## src/rtl/vend_sequencer.sv

```systemverilog
// vend_sequencer: soda/diet vending controller.
// Owns customer credit (in nickels), arbitrates coin inputs, checks selections
// against PRICE, pulses a one-cycle dispense, then pays change one nickel at a
// time through a req/ack handshake with the change hopper.
// Optional feature: define VEND_CANCEL_EN to add a cancel input that refunds
// the whole credit as nickels without dispensing.
module vend_sequencer #(
  parameter int PRICE      = 9,
  parameter int MAX_CREDIT = 13
) (
  input  logic       CLK,
  input  logic       rst,
  input  logic       ni,
  input  logic       di,
  input  logic       qu,
  input  logic       soda,
  input  logic       diet,
  input  logic       change_ack,
`ifdef VEND_CANCEL_EN
  input  logic       cancel,
`endif
  output logic       giveSoda,
  output logic       giveDiet,
  output logic       change_req,
  output logic       coin_reject,
  output logic [3:0] credit,
  output logic       busy
);

  localparam logic [1:0] COLLECT    = 2'd0;
  localparam logic [1:0] VEND       = 2'd1;
  localparam logic [1:0] CHANGE_REQ = 2'd2;
  localparam logic [1:0] CHANGE_GAP = 2'd3;

  localparam logic [3:0] PRICE_N = 4'(PRICE);
  localparam logic [4:0] MAX_N   = 5'(MAX_CREDIT);

  // Highest-priority coin wins; lower coins in the same cycle are dropped.
  function automatic logic [2:0] coin_value(input logic q, input logic d, input logic n);
    if (q)      return 3'd5;
    else if (d) return 3'd2;
    else if (n) return 3'd1;
    else        return 3'd0;
  endfunction

  // Widened sum so a quarter on top of a high credit cannot wrap the check.
  function automatic logic coin_fits(input logic [3:0] cred, input logic [2:0] val);
    return ({1'b0, cred} + {2'b00, val}) <= MAX_N;
  endfunction

  logic [1:0] state;
  logic [1:0] state_nxt;
  logic [3:0] credit_nxt;
  logic       soda_nxt;
  logic       diet_nxt;
  logic       reject_nxt;
  logic       coin_any;
  logic [2:0] coin_val;
  logic       cancel_in;

`ifdef VEND_CANCEL_EN
  assign cancel_in = cancel;
`else
  assign cancel_in = 1'b0;
`endif

  assign coin_any = qu | di | ni;
  assign coin_val = coin_value(qu, di, ni);

  // Next-state, credit and pulse decisions for the coming cycle.
  always_comb begin
    state_nxt  = state;
    credit_nxt = credit;
    soda_nxt   = 1'b0;
    diet_nxt   = 1'b0;
    reject_nxt = 1'b0;
    case (state)
      COLLECT: begin
        if (cancel_in && (credit != 4'd0)) begin
          // Refund everything as change; a simultaneous coin is refused.
          state_nxt  = CHANGE_REQ;
          reject_nxt = coin_any;
        end else if ((soda || diet) && (credit >= PRICE_N)) begin
          credit_nxt = credit - PRICE_N;
          state_nxt  = VEND;
          soda_nxt   = soda;
          diet_nxt   = ~soda;
          reject_nxt = coin_any;
        end else if (coin_any) begin
          if (coin_fits(credit, coin_val)) credit_nxt = credit + {1'b0, coin_val};
          else                             reject_nxt = 1'b1;
        end
      end
      VEND, CHANGE_GAP: begin
        reject_nxt = coin_any;
        state_nxt  = (credit != 4'd0) ? CHANGE_REQ : COLLECT;
      end
      CHANGE_REQ: begin
        reject_nxt = coin_any;
        if (change_ack) begin
          credit_nxt = credit - 4'd1;
          state_nxt  = CHANGE_GAP;
        end
      end
      default: state_nxt = COLLECT;
    endcase
  end

  // Register state, credit and every output; reset drops credit without payout.
  always_ff @(posedge CLK) begin
    if (rst) begin
      state       <= COLLECT;
      credit      <= 4'd0;
      giveSoda    <= 1'b0;
      giveDiet    <= 1'b0;
      change_req  <= 1'b0;
      coin_reject <= 1'b0;
      busy        <= 1'b0;
    end else begin
      state       <= state_nxt;
      credit      <= credit_nxt;
      giveSoda    <= soda_nxt;
      giveDiet    <= diet_nxt;
      change_req  <= (state_nxt == CHANGE_REQ);
      coin_reject <= reject_nxt;
      busy        <= (state_nxt != COLLECT);
    end
  end

endmodule

```

## config.mk

```make
export PLATFORM = sky130hd
export DESIGN_NAME = vend_sequencer
export DESIGN_NICKNAME = d
export VERILOG_FILES = /design/src/rtl/vend_sequencer.sv
export SDC_FILE = /design/constraint.sdc
export NUM_CORES = 1
export LEC_CHECK = 0
export BUFFER_PORTS_ARGS = -buffer_cell sky130_fd_sc_hd__buf_2
export CELL_PAD_IN_SITES_DETAIL_PLACEMENT = 2
export CELL_PAD_IN_SITES_GLOBAL_PLACEMENT = 2
export CORE_MARGIN = 2
export CORE_UTILIZATION = 34
export CTS_BUF_LIST = sky130_fd_sc_hd__clkbuf_4
export DETAILED_ROUTE_END_ITERATION = 8
export PLACE_DENSITY_LB_ADDON = 0.2
export SYNTH_ARGS = -nofsm -noshare
export SYNTH_HDL_FRONTEND = slang
export SYNTH_SLANG_ARGS = --single-unit
```

## constraint.sdc

```tcl
create_clock -name CLK -period 4.9 [get_ports CLK]
set_input_delay 0.245 -clock CLK [delete_from_list [all_inputs] [get_ports CLK]]
set_output_delay 0.245 -clock CLK [all_outputs]
set_load 0.05 [all_outputs]
```

# Word level (Yosys, flattened, before mapping)
# Cells that the tools add are included.
[totals]
reg_bits = 11
word_cells = 51
[op_classes]
bitwise = 5
order_cmp = 2
n_addsub = 4
n_mux = 16
n_eq_ne = 7
reduce_logical = 10
[ops]
columns = ["cell", "n"]
rows = [
  ["$mux W4", 4],
  ["$pmux W4 S2", 1],
  ["$eq A2 B2 Y1 const B", 3],
  ["$mux W2", 3],
  ["$mux W3", 2],
  ["$ne A3 B3 Y1 const B", 2],
  ["$pmux W2 S3", 1],
  ["$reduce_or A3 Y1", 2],
  ["$add A4 B3 Y5", 1],
  ["$le A5 B4 Y1 const B", 1],
  ["$add A4 B3 Y4", 1],
  ["$ge A4 B4 Y1 const B", 1],
  ["$mux W1", 4],
  ["$reduce_and A4 Y1", 1],
  ["$reduce_bool A2 Y1", 2],
  ["$reduce_bool A4 Y1", 1],
  ["$sub A4 B1 Y4 const B", 1],
  ["$sub A4 B4 Y4 const B", 1],
  ["$not A1 Y1", 3],
  ["$eq A2 B1 Y1 const B", 1],
  ["$logic_not A2 Y1", 1],
  ["$ne A2 B2 Y1 const B", 1],
  ["$or A1 B1 Y1", 2],
  ["$pmux W1 S2", 1],
  ["other kinds (3)", 3],
]

# Depth between registers and ports, before layout
[depth]
ltp_word = 9
mapped_depth = 10

# Worst setup path before layout
# Ideal clock, no wire load.
[synth_timing]
path_kind = "reg-to-reg"
startpoint = "register credit[0]"
endpoint = "register credit[3]"
period_less_slack_ns = 2.527
n_path_buf = 0
arrival_ns = 2.408
stages_incl_launch_ff = 9
slack_ns = 2.373
cell_sequence = "dfxtp_1 > ha_1 > inv_1 > fa_1 > xor2_1 > nor3_1 > mux2_4 > o21a_4 > o221a_1"
[synth_between]
elab_chain_len = 5
elab_cells_between_ends = 15
cone_classes = "add/sub: 4; order compare: 2; eq/ne: 2; mux: 5; reduce/logical: 2"
[synth_rtl]
columns = ["item", "line", "source"]
rows = [
  ["start, declared", "26", "output logic [3:0] credit,"],
  ["start signal, assigned", "121", "credit <= credit_nxt;"],
  ["parallel branches: the longest is 5 deep, another holds $add A4 B3 Y5", "--", ""],
]
# Several ways; the timed one is not identified. The select of a mux whose other input is x is not followed.
# A chain may end at the register's enable or synchronous reset.

# Final worst setup path
# Ends and elaborated chain as after synthesis.

==> results.md <==
* Weighted congestion at the end of routability-driven global placement at 0.782
* Max-slew violation count at 0
* Pre-CTS setup slack at 2.43 ns
* RR Endpoint: credit[3]
* Startpoint of the lowest-slack hold path: soda
* Full die area at 0.00256 mm^2
* Final setup slack of the worst path at 2.50 ns
* CP peak stage delay at 0.42 ns
* DRC violation total after the first TritonRoute iteration at 6
* Maximum ir drop on the vdd rail at 0.258 mV
* Avg WL per Cell at 16.5 um
* Cell Chain, Critical Path: ha_1, inv_1, fa_1, xor2_1, nor3_1, mux2_4, o21a_4, o221a_1
* Total I/O pin count at 17
* Largest clock skew in the final design at 0.00404 ns
* Met3 Routed Length at 61 um
* Met1 routed wirelength after detailed routing at 1090 um
* Worst Tran Pin Value at 0.670 ns
* Share of the cycle needed by the critical path after routing at 0.490
* Residual antenna-violating net count after detailed routing at 0
* Power density of the placed cells at 581 mW/mm^2
* Number of enable flip-flop cells after synthesis at 0
* Leakage power figure at 0.408 nW
* Fraction of power spent switching nets at 0.492
* Avg Inst Size Synth at 8.70 um^2
* Number of H-tree levels at 1
* Kind of capture point of the worst setup path: flop
* Via count of the first global-routing pass at 713
* Number of cells traversed by the worst hold path at 2
* Share of final-layout standard cells stronger than drive strength 1 at 0.240
* Highest metal used: met4
* Horizontal extent of the die at 50.6 um
* Standard cell core area at 0.00200 mm^2
* Cts bufs inserted at 3
* Pin count of the biggest net entering global routing at 9
* Max stage delay cell, worst path: dfxtp_1
* Die height at 50.6 um
* Critical Path Start Type: flop
* Worst min-delay path category: input port to flop
* Final net count at 119
* Arrival time at the worst endpoint at 2.55 ns
* Clock latency at the later pin of the worst-skew pair at 0.26 ns
* Filler Cells Inserted at 239
* Total number of placement rows at 16
* Final Routed Wirelength at 2160 um
* Sw Pwr at 249 uW
* Cell depth of the worst flop-to-flop path at 8
* Initial Util at 0.369
* Buffer levels on the longest clock path at 2
* Synth area leaders: dfxtp_1 30%, ha_1 8.5%, nor3_1 5.4%
* Flop-to-flop setup slack at 2.50 ns
* First-pass GRT wire length at 3480 um
* Worst max-slew margin expressed relative to the limit at 0.549
* Average via count per standard cell at 5.31
* Hold bufs inserted after CTS at 0
* Final setup violation count at 0
* Number of unique standard cell types used by synthesis at 33
* Share of synthesized registers carrying an async set or reset at 0
* Vias at 695
* Required @ worst endpoint at 5.05 ns
* Flops & latches, synth at 11
* Fraction of post-synthesis cell area in the top cell type by area at 0.298
* Clock Power Share at 0.129
* Final sum of negative setup slack at 0 ns
* Synthesized area at 739 um^2
* Register clock-pin slew on the reported worst setup and hold paths at 0.07 ns
* Overall global routing resource usage at 0.186
* Final hold violation count at 0
* Post-CTS resize count at 0
* Crit path time final at 2.40 ns
* Count of warnings emitted by yosys at 0
* First-pass iteration count of the detailed router at 5
* Cell at the root of the clock tree: clkbuf_4
* Flop pwr share at 0.273
* TritonCTS clock tree: yes
* # Max-Cap Violations at 0
* Most used standard cell by instance count after synthesis: dfxtp_1
* Max frequency at 416 MHz
* Internal power consumption at 257 uW
* Residual DRC at 0
* Number of sinks on the clock net at 11
* Type of the worst setup path: flop to flop
* Top_reg_cell synth: dfxtp_1
* Global-route congestion overflow total at 0
* Routed length on met2 at 981 um
* P&R area growth vs syn at 17.9%
* Sink of the worst hold path: giveDiet
* Number of antenna violations at the first check in global routing at 0
* Combinational share of power at 0.598
* Run status: finished, final reports clean
* Post-synth net total at 99
* Cell taking the most area after synthesis: dfxtp_1
* Most instantiated cells after synthesis: 11 x dfxtp_1, 8 x nor3_1, 7 x inv_1, 6 x nand2_1
* Count of buffers inserted at the top-level ports at 16
* RSZ-0062 raised after global routing: false
* Crit-path max FO at 5
* Worst R2R Start: credit[0]
* Fraction of the yosys area taken by sequential cells at 0.298
* Antenna cells at 0
* Post-DP HPWL at 1690 um
* Synth Instances at 85
* Number of post-CTS setup repair buffers at 0
[per-stage QoR]
stage	hold WS (ns)	instance area [um^2]	std cells	total power, mW	utilization
final	0.181	872	131	0.507	0.436
after global routing	0.175	872	131	0.548	0.436
after CTS	0.176	872	131	0.513	0.436
after detailed placement	0.454	842	127	0.444	0.421
after global placement	0.443	842	127	0.432	0.421
after floorplan	0.321	739	85	0.369	-
[routing by layer]
metal	vias to the layer above	global-route usage
met5	-	0
met4	0	0.0811
met3	2	0.0298
met2	16	0.292
met1	333	0.252
li1	344	-
[cell families (layout without fill, tap and decap cells)]
kind of cell | count (synthesis) | in the layout | share of synthesized area
adder cells (fa/ha/maj) | 6 | 6 | 0.112
AO/OA/AOI/OAI | 20 | 20 | 0.218
buffers and inverters | 8 | 27 | 0.0508
XOR/XNOR | 1 | 1 | 0.0118
multiplexers | 3 | 3 | 0.0474
AND/OR/NAND/NOR | 36 | 36 | 0.262
flip-flops | 11 | 11 | 0.298
[power groups by stage]
| stage | Clock, mW | Combinational, mW | Sequential (mW) |
|---|---|---|---|
| after floorplan | 0 | 0.170 | 0.199 |
| final | 0.0653 | 0.303 | 0.138 |
| after global placement | 0 | 0.294 | 0.138 |
| after CTS | 0.0686 | 0.306 | 0.138 |
| after global routing | 0.0741 | 0.333 | 0.141 |
| after detailed placement | 0 | 0.303 | 0.140 |
[final cells by class]
class | instances | area [um^2] | share of cell area
inverters | 7 | 26.3 | 0.0301
clock buffers | 4 | 30.0 | 0.0344
flip-flops and latches | 11 | 220 | 0.253
well taps | 27 | 33.8 | 0.0387
multi-input cells | 66 | 482 | 0.552
repair buffers | 16 | 80.1 | 0.0918
[critical path, delay by kind of cell, from the launching register on]
kind,cells,cell delay [ns]
adder cells (fa/ha/maj),2,0.62
AO/OA/AOI/OAI,2,0.49
flip-flops,1,0.42
multiplexers,1,0.32
XOR/XNOR,1,0.29
AND/OR/NAND/NOR,1,0.09
buffers and inverters,1,0.06
[how the worst max path moves through the flow]
stage          cells past startpoint  slack, ns        end      start
2_1_floorplan                      8       2.37  credit[3]  credit[0]
6_report                           8       2.50  credit[3]  credit[0]
5_1_grt                            8       2.37  credit[3]  credit[0]
4_1_cts                            8       2.47  credit[3]  credit[0]
3_5_place_dp                      11       2.43  credit[3]         di
3_3_place_gp                      11       2.60  credit[3]         di
[registers in the layout (all words and copies together) (netlist names)]
| register | flops |
|---|---|
| change_req | 1 |
| coin_reject | 1 |
| state | 2 |
| giveDiet | 1 |
| busy | 1 |
| credit | 4 |
| giveSoda | 1 |
[placed cells by master (no fill, tap or decap), drive strengths merged, types with 3 or more instances in the layout]
master	count
nor2b	3
buf	16
a21oi	3
nand2	6
or2	3
nand2b	3
o21ai	4
nor3	8
clkbuf	4
o31ai	3
dfxtp	11
inv	7
ha	5
nor2	5
(Power assumes the default switching activity.)
